`src/rtl/disp_channel_ctrl.sv`:
```
// Display channel sequencer: debounced/auto/override channel select,
// transition blanking and a 4-phase channel-0 write handshake.
module disp_channel_ctrl #(
    parameter int unsigned DWELL = 50_000_000,
    parameter int unsigned DBNC  = 20,
    parameter int unsigned BLANK = 4
) (
    input  logic       clk,
    input  logic       rst,
    input  logic       btn_next,
    input  logic       auto_en,
    input  logic       hold,
    input  logic [2:0] sw_sel,
    input  logic       wr_req,
    output logic       wr_ack,
    output logic [2:0] Test,
    output logic       EN,
    output logic       blank
);

    localparam int unsigned DW_W = (DWELL > 1) ? $clog2(DWELL) : 1;
    localparam int unsigned DB_W = $clog2(DBNC + 1);
    localparam int unsigned BL_W = (BLANK > 0) ? $clog2(BLANK + 1) : 1;

    localparam logic [DW_W-1:0] DWELL_LAST = DW_W'(DWELL - 1);
    localparam logic [DB_W-1:0] DBNC_LAST  = DB_W'(DBNC - 1);
    localparam logic [BL_W-1:0] BLANK_LD   = BL_W'(BLANK);

    typedef enum logic [1:0] {
        S_IDLE,
        S_LATCH,
        S_ACK
    } hs_state_e;

    logic            btn_db_q, btn_db_d;
    logic            btn_prev_q;
    logic [DB_W-1:0] dbnc_cnt_q, dbnc_cnt_d;
    logic [DW_W-1:0] dwell_cnt_q, dwell_cnt_d;
    logic [2:0]      test_q, test_d;
    logic [BL_W-1:0] blank_cnt_q, blank_cnt_d;
    logic            blank_q, blank_d;

    logic            step_btn;
    logic            step_auto;
    logic            step;

    hs_state_e       state_q, state_d;
    logic            en_q, en_d;
    logic            ack_q, ack_d;

    // Debounce: btn_db follows btn_next only after DBNC differing samples
    always_comb begin
        btn_db_d   = btn_db_q;
        dbnc_cnt_d = '0;
        if (btn_next != btn_db_q) begin
            if (dbnc_cnt_q == DBNC_LAST) begin
                btn_db_d = btn_next;
            end else begin
                dbnc_cnt_d = dbnc_cnt_q + DB_W'(1);
            end
        end
    end

    assign step_btn  = btn_db_q & ~btn_prev_q;
    assign step_auto = auto_en & ~hold & (dwell_cnt_q == DWELL_LAST);
    assign step      = step_btn | step_auto;

    // Dwell timer, restarted by any step or when rotation is inactive
    always_comb begin
        if (!auto_en || hold || step) begin
            dwell_cnt_d = '0;
        end else begin
            dwell_cnt_d = dwell_cnt_q + DW_W'(1);
        end
    end

    // Channel select: override wins, otherwise one increment per step
    always_comb begin
        test_d = test_q;
        if (hold) begin
            test_d = sw_sel;
        end else if (step) begin
            test_d = test_q + 3'd1;
        end
    end

    // Blank window restarts on every actual change of the channel
    always_comb begin
        if (test_d != test_q) begin
            blank_cnt_d = BLANK_LD;
        end else if (blank_cnt_q != '0) begin
            blank_cnt_d = blank_cnt_q - BL_W'(1);
        end else begin
            blank_cnt_d = '0;
        end
        blank_d = (blank_cnt_d != '0);
    end

    // Channel datapath registers
    always_ff @(posedge clk) begin
        if (rst) begin
            btn_db_q    <= 1'b0;
            btn_prev_q  <= 1'b0;
            dbnc_cnt_q  <= '0;
            dwell_cnt_q <= '0;
            test_q      <= 3'd0;
            blank_cnt_q <= '0;
            blank_q     <= 1'b0;
        end else begin
            btn_db_q    <= btn_db_d;
            btn_prev_q  <= btn_db_q;
            dbnc_cnt_q  <= dbnc_cnt_d;
            dwell_cnt_q <= dwell_cnt_d;
            test_q      <= test_d;
            blank_cnt_q <= blank_cnt_d;
            blank_q     <= blank_d;
        end
    end

    // Handshake state and registered handshake outputs
    always_ff @(posedge clk) begin
        if (rst) begin
            state_q <= S_IDLE;
            en_q    <= 1'b0;
            ack_q   <= 1'b0;
        end else begin
            state_q <= state_d;
            en_q    <= en_d;
            ack_q   <= ack_d;
        end
    end

    // Handshake next state: latch always lasts exactly one cycle
    always_comb begin
        state_d = state_q;
        unique case (state_q)
            S_IDLE:  if (wr_req) state_d = S_LATCH;
            S_LATCH: state_d = S_ACK;
            S_ACK:   if (!wr_req) state_d = S_IDLE;
            default: state_d = S_IDLE;
        endcase
    end

    // Handshake outputs decoded from the upcoming state
    always_comb begin
        en_d  = (state_d == S_LATCH);
        ack_d = (state_d == S_ACK);
    end

    assign Test   = test_q;
    assign EN     = en_q;
    assign wr_ack = ack_q;
    assign blank  = blank_q;

endmodule

```
`config.mk`:
```
export PLATFORM = sky130hd
export DESIGN_NAME = disp_channel_ctrl
export DESIGN_NICKNAME = d
export VERILOG_FILES = /design/src/rtl/disp_channel_ctrl.sv
export SDC_FILE = /design/constraint.sdc
export NUM_CORES = 1
export LEC_CHECK = 0
export BUFFER_PORTS_ARGS = -buffer_cell sky130_fd_sc_hd__buf_4
export CAP_MARGIN = 0
export CORE_MARGIN = 5
export CORE_UTILIZATION = 60
export CTS_BUF_LIST = sky130_fd_sc_hd__clkbuf_4 sky130_fd_sc_hd__clkbuf_8
export CTS_CLUSTER_SIZE = 10
export DETAILED_ROUTE_END_ITERATION = 10
export PLACE_DENSITY = 0.84
export SLEW_MARGIN = 20
export SYNTH_ARGS = -nofsm -noshare
export SYNTH_HDL_FRONTEND = slang
export SYNTH_SLANG_ARGS = --single-unit
export TNS_END_PERCENT = 30
```
`constraint.sdc`:
```
create_clock -name clk -period 2.85 [get_ports clk]
set_clock_uncertainty 0.15 [all_clocks]
set_input_delay 0.7125 -clock clk [delete_from_list [all_inputs] [get_ports clk]]
set_output_delay 0.7125 -clock clk [all_outputs]
set_load 0.01 [all_outputs]
```
---- After elaboration in Yosys (flattened, before gate mapping) ----
Cells that the tools add are included.
word-level totals
  flip-flop bits (word level) ............. 44
cells by class
  reduce and logical (&&, ||, !) cells .... 9
  add/subtract/negate cells ............... 4
  eq/ne operators ......................... 8
  bitwise logic cells ..................... 7
  mux-type cells .......................... 7
operators with widths
  cell                                                                 count
  26-bit by 1-bit adder with 26-bit output (second input constant)     1
  26-bit == test (second input constant)                               1
  3-bit two-way mux                                                    4
  2-bit case mux with 3 select lines                                   1
  3-bit nonzero test                                                   2
  5-bit by 1-bit adder with 5-bit output (second input constant)       1
  5-bit == test (second input constant)                                1
  2-bit by 1-bit == test with 1-bit output (second input constant)     2
  2-bit == test (second input constant)                                2
  2-bit two-way mux                                                    2
  3-bit by 1-bit adder with 3-bit output (second input constant)       1
  1-bit AND                                                            3
  3-bit inequality test                                                1
  1-bit inverter                                                       3
  3-bit OR reduction                                                   1
  3-bit by 1-bit subtractor with 3-bit output (second input constant)  1
  2-bit zero test                                                      1
  1-bit logical OR                                                     2
  2-bit AND reduction                                                  1
  2-bit OR reduction                                                   1
  1-bit zero test                                                      1
  1-bit inequality test                                                1
  1-bit OR                                                             1

---- Longest topological paths before layout ----
  word-level depth ........................ 9
  mapped depth ............................ 8

---- Worst setup path before layout ----
Ideal clock, no wire load.
  path type ............................... in2reg
  start ................................... input port hold
  end ..................................... register dwell_cnt_q[22]
  arrival time ............................ 1946 ps
  path slack .............................. 639 ps
  library setup time ...................... 115 ps
  data required time ...................... 2585 ps
  path buffers ............................ 2
  stages on the path ...................... 7
  cell sequence ........................... nor4b_1 nand4_1 o32ai_4 or4b_1 buf_4 buf_6 nor2_1
on the way
  cells in the longest elaborated chain, start to end .. 6
  elaborated cells on any way between the ends .. 7
RTL lines
  element                           line  RTL
  start: declaration                12    input logic hold,
  1-bit inverter                    65    assign step_auto = auto_en & ~hold & (dwell_cnt_q == DWELL_LAST);
  1-bit AND (2 in a row)            65
  1-bit OR                          66    assign step = step_btn | step_auto;
  1-bit logical OR (*)              70    if (!auto_en || hold || step) begin
  2-bit OR reduction (no line) (*)  n/a
  end signal: assignment            113   dwell_cnt_q <= dwell_cnt_d;
  end: declaration                  38    logic [DW_W-1:0] dwell_cnt_q, dwell_cnt_d;
Every way passes the cells marked *; elsewhere a longest branch is shown, timed or not.
A chain may end at the register's enable or synchronous reset.

---- Worst setup path in the final report ----
  start ................................... register dwell_cnt_q[0]
  end ..................................... register dwell_cnt_q[12]
on the way
  cells in the longest elaborated chain, start to end .. 5
  elaborated cells on any way between the ends .. 6
RTL lines
  element
  parallel branches: the longest is 5 deep, another holds 26-bit by 1-bit adder with 26-bit output
Parallel ways; which one is timed is not known.

==> metrics.md <==
| Metric | Value |
|---|---|
| Final Cycle Share | `between 80% and 90%` |
| Hold Crit Start | `dbnc_cnt_q[0]` |
| Register bit count reported by yosys | `between 40 and 50` |
| Htree depth | `2` |
| Yosys warns | `0` |
| Mapped Area | `slightly below 2000 um2` |
| TritonCTS buffer count | `5` |
| Post-route DRC violation count | `0` |
| Most frequent cells in the layout | `44 x dfxtp_1, 41 x nor2_1, 18 x xnor2_1` |
| Post-synth net total | `231` |
| Hold crit path type | `flip-flop to flip-flop` |
| Via count | `about 1500` |
| Critical Path AT | `2.55 ns` |
| M3 GR Usage | `5.32%` |
| Starting DRT DRC Count | `84` |
| Worst EP required | `between 2 and 3 ns` |
| Number of distinct library cells after synthesis | `33` |
| Diode count | `0` |
| Die Wd | `around 67 um` |
| CTS resizes | `0` |
| Worst Setup Start Kind | `flip-flop` |
| Worst R2R Path Depth | `7` |
| Final setup fails | `0` |
| Setup TNS | `0 ns` |
| Initial antenna violation count | `0` |
| Crit Path Max Fanout | `26` |
| Layout fillers | `290` |
| DR vias/cell | `between 5 and 6` |
| Post-route ant nets | `0` |
| Final #Nets | `between 200 and 250` |
| Vias in the first global route | `~1500` |
| Initial core utilization | `63.3%` |
| Post-synth EDFFs | `0` |
| R2r setup slk | `approximately 0.39 ns` |
| Total of max-cap violations | `0` |
| Critical Path Sink Type | `flip-flop` |
| WL final | `~3300 um` |
| Hold Path Sink | `dbnc_cnt_q[0]` |
| Sink Count | `44` |
| Finished Layout Cells | `around 280` |
| Die area | `about 4500 um2` |
| Setup ws final | `0.394 ns` |
| Number of max-slew violations in the final report | `0` |
| Global route hottest layer | `met2` |
| Max clock buf depth | `2` |
| Placed cell count | `270` |
| Boundary Pins | `15` |
| Core ar. | `between 3000 and 4000 um2` |
| Worst R2R End | `dwell_cnt_q[12]` |
| Grt total ovfl | `0` |
| Total power | `around 1000 uW` |
| Avg WL per Cell | `between 10 and 15 um` |
| Period minus WS final | `between 2 and 2.5 ns` |
| Detail Placement HPWL | `approximately 2400 um` |
| Setup bufs post-CTS | `0` |
| Area Growth Syn to Fin | `9.75%` |
| CTS root buffer | `clkbuf_4` |
| Fraction of registers with async set/reset | `0%` |
| Hold Buf Count CTS | `0` |
| First-pass GRT wire length | `about 6300 um` |
| Min-Delay Path Depth | `1` |
| Post-synth top flop | `dfxtp_1` |
| P_leak | `~0.00073 uW` |
| Grt met2 use | `30.6%` |
| Final hold vios | `0` |
| GR Util met1 | `between 20% and 30%` |
| Slew HR | `between 70% and 80%` |
| Worst Tran Pin Value | `0.433 ns` |
| Vert. Die Dim | `between 60 and 70 um` |
| Crit Path Class | `flip-flop to flip-flop` |
| CTS tree | `built` |
| Latest clock arrival within the worst-skew pair | `about 0.35 ns` |
| Syn_area_per_cell | `just over 9 um2` |
| Peak VDD IR | `roughly 310 uV` |
| Largest net degree at the start of global routing | `27` |
| PD cells | `around 480 nW/um2` |
| Register area share after synthesis | `between 40% and 50%` |
| # rows | `20` |
| Setup WS pre-CTS | `0.278 ns` |
| Port buffer count | `14` |
| Fmax | `around 0.41 GHz` |
| RSZ-0062 raised after global routing | `false` |
| Commonest non-fill, non-tap cell in the layout | `dfxtp_1` |
| Syn Inst Count | `between 200 and 250` |
| First-pass iteration count of the detailed router | `4` |
| Outcome | `finished, final reports clean` |
| Final GP Congestion | `between 0.7 and 0.8` |
| Fraction of layout cells with a size suffix above 1 | `12.0%` |
| Worst R2R Start | `dwell_cnt_q[0]` |
| Gr usage total | `between 10% and 20%` |
| Clk slew on worst S/H paths | `~0.12 ns` |
## sequential cells by signal, summed over array words and instances, names as in the netlist
signal       count
dwell_cnt_q     26
dbnc_cnt_q       5
Test             3
blank_cnt_q      3
state_q          2
EN               1
blank            1
btn_db_q         1
btn_prev_q       1
wr_ack           1
## Yosys cell counts, drive strengths merged, types with 3 or more instances
cell   instances  area, um2
dfxtp         44        881
nor2          41        154
xnor2         18        158
xor2          13        114
inv           11       41.3
nand3         11       55.1
nand2         10       37.5
nand4          9       56.3
nor3           9       45.0
nor4b          6       52.6
ha             5       62.6
a21oi          4       20.0
buf            4       35.0
nor4           4       31.3
and3           3       18.8
or3            3       23.8
## worst max path at each step
stage	start	endpoint	slack (ns)	cells past startpoint
5_1_grt	dwell_cnt_q[0]	dwell_cnt_q[22]	0.24	7
6_report	dwell_cnt_q[0]	dwell_cnt_q[12]	0.39	7
2_1_floorplan	hold	dwell_cnt_q[22]	0.64	7
3_3_place_gp	hold	dwell_cnt_q[23]	0.36	7
4_1_cts	dwell_cnt_q[0]	dwell_cnt_q[12]	0.38	7
3_5_place_dp	hold	dwell_cnt_q[12]	0.28	7
## cells by family after synthesis
kind of cell | after synthesis | share of synthesized area [%]
mux | 2 | 1.02
fa+ha+maj | 5 | 3.18
xor+xnor | 31 | 13.8
simple gates | 106 | 28.0
buf+inv | 17 | 4.27
flops | 44 | 44.8
compound gates | 12 | 4.84
## report_power, final
| part | total [uW] | leakage, uW | switching [uW] | internal (uW) |
|---|---|---|---|---|
| Combinational | 67.6 | 0.000336 | 34.0 | 33.5 |
| Sequential | 637 | 0.000357 | 9.94 | 627 |
| Clock | 325 | 0.0000394 | 184 | 141 |
| Total | 1030 | 0.000732 | 228 | 802 |
## metal layers
metal,part of all wire (%),vias to the layer above
li1,-,772
met1,48,694
met2,46,26
met3,4.5,7
met4,1.7,0
met5,0,-
## critical path, stage by stage (launching register included)
cell and delay (ns):
dfxtp_1 0.42, ha_1 0.21, nand3_1 0.21, or3_4 0.43, o32ai_4 0.40, or4b_1 0.17
buf_4 0.26, nor2_1 0.09
## per-stage QoR
step / instance area (um2) / hold WS, ns / utilization (%)
3_3_place_gp: 2090 / 0.283 / 67.3
6_report: 2160 / 0.321 / 69.5
4_1_cts: 2160 / 0.316 / 69.5
3_5_place_dp: 2090 / 0.293 / 67.3
2_1_floorplan: 1960 / 0.268 / -
5_1_grt: 2160 / 0.337 / 69.5
## layout make-up
type	count	area [um2]	share of cell area, %
flip-flops and latches	44	881	40.9
inverters	11	41.3	1.92
clock buffers	8	66.3	3.08
multi-input cells	156	1000	46.4
well taps	44	55.1	2.55
repair buffers	15	113	5.22
(Power assumes the default switching activity.)
